[config.mk]
export PLATFORM = sky130hd
export DESIGN_NAME = uart_tx_arbiter
export DESIGN_NICKNAME = d
export VERILOG_FILES = /design/src/rtl/uart_arb_pkg.sv /design/src/rtl/uart_tx_arbiter_rr_picker.sv /design/src/rtl/uart_tx_arbiter.sv
export SDC_FILE = /design/constraint.sdc
export NUM_CORES = 1
export LEC_CHECK = 0
export BUFFER_PORTS_ARGS = -buffer_cell sky130_fd_sc_hd__clkbuf_2
export CAP_MARGIN = 20
export CELL_PAD_IN_SITES_DETAIL_PLACEMENT = 1
export CELL_PAD_IN_SITES_GLOBAL_PLACEMENT = 1
export CORE_UTILIZATION = 33
export CTS_CLUSTER_SIZE = 28
export DETAILED_ROUTE_END_ITERATION = 8
export GPL_TIMING_DRIVEN = 1
export MAX_ROUTING_LAYER = met4
export PLACE_DENSITY = 0.86
export REMOVE_ABC_BUFFERS = 1
export SLEW_MARGIN = 20
export SYNTH_ARGS = -nofsm -noshare
export SYNTH_HDL_FRONTEND = slang
export SYNTH_SLANG_ARGS = --single-unit
[constraint.sdc]
create_clock -name clk -period 1.8 [get_ports clk]
set_input_delay 0.36 -clock clk [delete_from_list [all_inputs] [get_ports clk]]
set_output_delay 0.36 -clock clk [all_outputs]
set_load 0.1 [all_outputs]
[src/rtl/uart_arb_pkg.sv]
`default_nettype none
// ============================================================================
// Module   : uart_arb_pkg
// Purpose  : shared arbiter FSM encoding, default sizes and watchdog limit
// Revision : 1.0
// ============================================================================
package uart_arb_pkg;

   localparam int c_DEF_NUM_REQ   = 4;
   localparam int c_DEF_DATA_W    = 8;
   localparam int c_TIMEOUT_LIMIT = 15;
   localparam int c_TIMEOUT_W     = 4;

   typedef enum logic [1:0] {
      ST_IDLE      = 2'd0,
      ST_START     = 2'd1,
      ST_WAIT_RISE = 2'd2,
      ST_WAIT_FALL = 2'd3
   } arb_state_t;

   // Index wrap for values below 2*n, avoiding a general modulo operator.
   function automatic int rr_wrap(input int idx, input int n);
      return (idx >= n) ? (idx - n) : idx;
   endfunction

endpackage
`default_nettype wire

[src/rtl/uart_tx_arbiter_rr_picker.sv]
`default_nettype none
// ============================================================================
// Module   : rr_picker
// Purpose  : combinational round-robin selector, search starts after last_grant
// Revision : 1.0
// ============================================================================
module rr_picker
   import uart_arb_pkg::*;
#(
   parameter int NUM_REQ = c_DEF_NUM_REQ,
   parameter int IDX_W   = $clog2(NUM_REQ)
)(
   input  logic [NUM_REQ-1:0] req,
   input  logic [IDX_W-1:0]   last_grant,
   output logic [IDX_W-1:0]   grant,
   output logic               any_req
);

   logic [2*NUM_REQ-1:0] w_dbl;
   logic [NUM_REQ-1:0]   w_rot;
   logic [NUM_REQ-1:0]   w_tmp;

   // Rotating a doubled copy puts requester last_grant+1 at bit 0.
   always_comb begin
      w_dbl = {req, req};
      w_rot = NUM_REQ'(w_dbl >> (int'(last_grant) + 1));
      w_tmp = '0;
      grant = '0;
      for (int k = NUM_REQ - 1; k >= 0; k--) begin
         w_tmp = w_rot >> k;
         if (w_tmp[0]) begin
            grant = IDX_W'(rr_wrap(int'(last_grant) + 1 + k, NUM_REQ));
         end
      end
   end

   assign any_req = |req;

endmodule
`default_nettype wire

[src/rtl/uart_tx_arbiter.sv]
`default_nettype none
// ============================================================================
// Module   : uart_tx_arbiter
// Purpose  : round-robin arbiter handing one byte at a time to a UART TX;
//            macro UART_ARB_TIMEOUT_EN adds a WAIT_RISE watchdog.
// Revision : 1.0
// ============================================================================
module uart_tx_arbiter
   import uart_arb_pkg::*;
#(
   parameter int NUM_REQ = c_DEF_NUM_REQ,
   parameter int DATA_W  = c_DEF_DATA_W
)(
   input  logic                       clk,
   input  logic                       tx_rx_enable,
   input  logic [NUM_REQ-1:0]         req_valid,
   input  logic [NUM_REQ*DATA_W-1:0]  req_data,
   output logic [NUM_REQ-1:0]         req_ack,
   output logic                       tx_rx_start,
   output logic [DATA_W-1:0]          tx_data,
   input  logic                       busy,
   output logic [$clog2(NUM_REQ)-1:0] grant_id,
   output logic                       arb_busy,
   output logic                       timeout_err
);

   localparam int c_IDX_W = $clog2(NUM_REQ);

   arb_state_t          r_state;
   logic [c_IDX_W-1:0]  r_last_grant;
   logic [c_IDX_W-1:0]  r_grant_id;
   logic [c_IDX_W-1:0]  w_pick;
   logic                w_any_req;
   logic [DATA_W-1:0]   w_pick_data;
   logic [DATA_W-1:0]   r_tx_data;
   logic [NUM_REQ-1:0]  r_req_ack;
   logic                r_tx_rx_start;
   logic                r_arb_busy;

`ifdef UART_ARB_TIMEOUT_EN
   logic [c_TIMEOUT_W-1:0] r_tmo_cnt;
   logic                   r_timeout_err;
`endif

   rr_picker #(
      .NUM_REQ (NUM_REQ),
      .IDX_W   (c_IDX_W)
   ) u_rr_picker (
      .req        (req_valid),
      .last_grant (r_last_grant),
      .grant      (w_pick),
      .any_req    (w_any_req)
   );

   always_comb begin
      w_pick_data = '0;
      for (int j = 0; j < NUM_REQ; j++) begin
         if (w_pick == c_IDX_W'(j)) begin
            w_pick_data = req_data[j*DATA_W +: DATA_W];
         end
      end
   end

   always_ff @(posedge clk) begin
      if (tx_rx_enable) begin
         r_state       <= ST_IDLE;
         r_last_grant  <= c_IDX_W'(NUM_REQ - 1);
         r_grant_id    <= '0;
         r_tx_data     <= '0;
         r_req_ack     <= '0;
         r_tx_rx_start <= 1'b0;
         r_arb_busy    <= 1'b0;
`ifdef UART_ARB_TIMEOUT_EN
         r_tmo_cnt     <= '0;
         r_timeout_err <= 1'b0;
`endif
      end else begin
         r_req_ack     <= '0;
         r_tx_rx_start <= 1'b0;
         case (r_state)
            ST_IDLE: begin
               // A still-busy UART (e.g. after a mid-transfer reset) blocks new grants.
               if (w_any_req && !busy) begin
                  r_state       <= ST_START;
                  r_grant_id    <= w_pick;
                  r_last_grant  <= w_pick;
                  r_tx_data     <= w_pick_data;
                  r_req_ack     <= NUM_REQ'(1) << w_pick;
                  r_tx_rx_start <= 1'b1;
                  r_arb_busy    <= 1'b1;
               end
            end
            ST_START: begin
               r_state <= ST_WAIT_RISE;
`ifdef UART_ARB_TIMEOUT_EN
               r_tmo_cnt <= '0;
`endif
            end
            ST_WAIT_RISE: begin
               if (busy) begin
                  r_state <= ST_WAIT_FALL;
               end
`ifdef UART_ARB_TIMEOUT_EN
               else if (r_tmo_cnt == c_TIMEOUT_W'(c_TIMEOUT_LIMIT - 1)) begin
                  r_state       <= ST_IDLE;
                  r_arb_busy    <= 1'b0;
                  r_timeout_err <= 1'b1;
               end else begin
                  r_tmo_cnt <= r_tmo_cnt + c_TIMEOUT_W'(1);
               end
`endif
            end
            ST_WAIT_FALL: begin
               if (!busy) begin
                  r_state    <= ST_IDLE;
                  r_arb_busy <= 1'b0;
               end
            end
            default: begin
               r_state    <= ST_IDLE;
               r_arb_busy <= 1'b0;
            end
         endcase
      end
   end

   assign req_ack     = r_req_ack;
   assign tx_rx_start = r_tx_rx_start;
   assign tx_data     = r_tx_data;
   assign grant_id    = r_grant_id;
   assign arb_busy    = r_arb_busy;
`ifdef UART_ARB_TIMEOUT_EN
   assign timeout_err = r_timeout_err;
`else
   assign timeout_err = 1'b0;
`endif

endmodule
`default_nettype wire

==> reports/metrics.yaml <==
cts_tree: "built"
maxSlewHeadroom_pct: 63.26
wl_microns: 3953
vias_per_cell: 5.140
clock_skew_ns: 0.01971
dr_total_vias: 1249
min_period_ns: 1.650
synth.cells.most_frequent: "20 x dfxtp_1, 16 x nand3_1, 12 x nand2_1"
clkPwrFrac_pct: 12.1
power.density_nw_per_um2: 1344
p_int_w: 0.001100
yosysTopAreaCellShare_pct: 33.23
antenna_cells: 0
cp-start-kind: "flop"
cts_buffers: 3
port_buffers: 54
tightestPinTransition_ns: 0.5534
chipHeight_microns: 62.43
area_delta_synth_final_pct: 39.46
seq_area_frac_synth_pct: 33.23
comb_power_share_pct: 61.0
cts-htree-levels: 1
ioPinCount: 56
min_path_type: "in2reg"
place_area_sq_um: 1584
n_fill_cell: 436
ys.flop_type: "dfxtp_1"
drtIter0Drc: 50
cts_hold_buf: 0
place.gp.congestion: 0.7058
ys_seq_elements: 20
ys_warn_count: 0
fin_area_sq_um: 1680
grt_max_degree: 21
die_area_sq_um: 3897
p_leak_nw: 0.8134
antenna_found_initial: 0
synthArstFlopShare_pct: 0
syn-instance-count: 128
clockBufferDepth: 2
fin_setup_tns_ns: 0
syn-mean-instance-area_sq_um: 9.413
wl_per_cell_microns: 16.27
clk_latency_ns: 0.32
setup_violations: 0
worstSetupPathType: "reg2reg"
required_ns: 2.03
worstHoldPathCells: 3
period_share_pct: 91.69
switching_share_pct: 51.29
grt_pass1_wl_microns: 6223
cp-end-kind: "flop"
gr-total-overflow: 0
yosys.cell_count.top_type: "dfxtp_1"
initial_core_util_pct: 35.27
grtUsageTotal_pct: 21.14
ir_drop_mv: 0.4527
finalCoreUtilization_pct: 49.19
fmax_mhz: 605.9
fp.dieW_microns: 62.43
drc: 0
yosysUniqueCellTypes: 36
drt-pass1-iter-count: 4
dp_hpwl_microns: 2928
fin_nets: 241
p_seq_share_pct: 26.9
clock-root-buffer: "clkbuf_4"
path_max_fanout: 18
detail-route-antenna-nets: 0
arrival_ns: 1.88
clk_pin_slew_worst_paths_ns: 0.13
core_area_sq_um: 3416
max_cap_viol_count: 0
synth_top_area_cell: "dfxtp_1"
synth_edf_count: 0
first_global_vias: 1323
synth_area_sq_um: 1205
finalHoldViolCount: 0
drive_gt1_share_pct: 49.75
synth_area_leaders: "dfxtp_1 33%, mux2i_1 8.3%, mux2_2 7.5%"
placementRows: 21
clock_sink_count: 20
reg2regPathDepth: 5
final_max_slew_viol_count: 0
power.switching_w: 0.001159
status: "finished, final reports clean"
-- routing by layer --
metal | routed length, microns | up-vias | track usage [%] | share of wire (%)
met1 | 1502 | 602 | 20.83 | 38
met2 | 2147 | 43 | 40.49 | 54
met3 | 153 | 12 | 2.737 | 3.9
li1 | - | 592 | - | -
met5 | 0 | - | - | 0
met4 | 149 | 0 | 9.884 | 3.8
-- worst paths after layout --
path	from	endpoint	slack (ns)
setup / recovery	r_last_grant[1]$_SDFFE_PP1P_	tx_data[1]$_SDFFE_PP0P_	0.15
hold / removal	req_data[14]	tx_data[6]$_SDFFE_PP0P_	0.33
setup reg to reg	r_last_grant[1]$_SDFFE_PP1P_	tx_data[1]$_SDFFE_PP0P_	0.15
hold reg to reg	tx_data[0]$_SDFFE_PP0P_	tx_data[0]$_SDFFE_PP0P_	0.50
-- placed cells by master (no fill, tap or decap), types with 2 or more instances in the layout --
cell type  synthesis  routed
buf_4              4      19
dfxtp_1           20      20
mux2i_1           10      10
nor2_1            11      11
nand2_1           12      12
and2_1             2       2
nand3_1           16      16
inv_1              3       3
clkbuf_2           1      54
ha_1               4       4
mux2_2             8       8
nor3_1             2       2
a211oi_1           2       2
clkbuf_4           0       3
a21oi_1            4       4
o211ai_2           7       7
nor4b_4            1       2
-- critical path, cell delays in order (launching register included) --
cell	delay, ns
dfxtp_1	0.47
mux2i_1	0.24
o221a_2	0.27
buf_12	0.17
mux2_2	0.36
o211ai_2	0.07
-- state kept, by name, indices dropped and copies added, names as in the netlist --
| register | cells |
|---|---|
| arb_busy | 1 |
| r_last_grant | 2 |
| r_state | 2 |
| grant_id | 2 |
| req_ack | 4 |
| tx_rx_start | 1 |
| tx_data | 8 |
-- power groups by stage --
stage	Sequential (W)	Clock (W)	Combinational [W]
after floorplan	0.00113	0	0.000424
after global placement	0.000611	0	0.00125
after detailed placement	0.000620	0	0.00131
after CTS	0.000609	0.000278	0.00135
after global routing	0.000626	0.000300	0.00144
final	0.000609	0.000273	0.00138
-- area by class of cell --
type                       instances  area, sq um  share of cell area, %
clock buffer                       4        36.28                  2.159
inverter                           3        11.26                 0.6701
multi-input combinational         96        742.0                  44.15
sequential                        20        400.4                  23.83
tap                               46        57.56                  3.425
timing repair buffer              74        432.9                  25.76
-- cells by family (layout without fill, tap and decap cells) --
kind of cell	after synthesis	in the layout	share of synthesized area (%)
simple gates	52	53	24.09
compound gates	20	20	14.75
flops	20	20	33.23
mux	18	18	15.78
buf+inv	13	81	7.683
fa+ha+maj	4	4	4.154
other cells	1	1	0.3112
-- metrics by stage --
stage               worst slack, ns  cells  hold WS [ns]  power [W]
global placement            -0.1577    234        0.4615   0.001859
global route               -0.01144    243        0.3461   0.002366
finish                       0.1495    243        0.3338   0.002259
floorplan                   -0.2137    118        0.4324   0.001549
detailed placement          -0.3088    234        0.4711   0.001925
CTS                         0.08057    241        0.3355   0.002239
-- timing repair --
item / in CTS / in global routing
gates resized for setup: 1 / 1
cloned: 1 / 0
setup buffers: 2 / 2
setup endpoints to repair: 9 / 8
Note: power is estimated with default switching activity, not from simulation.
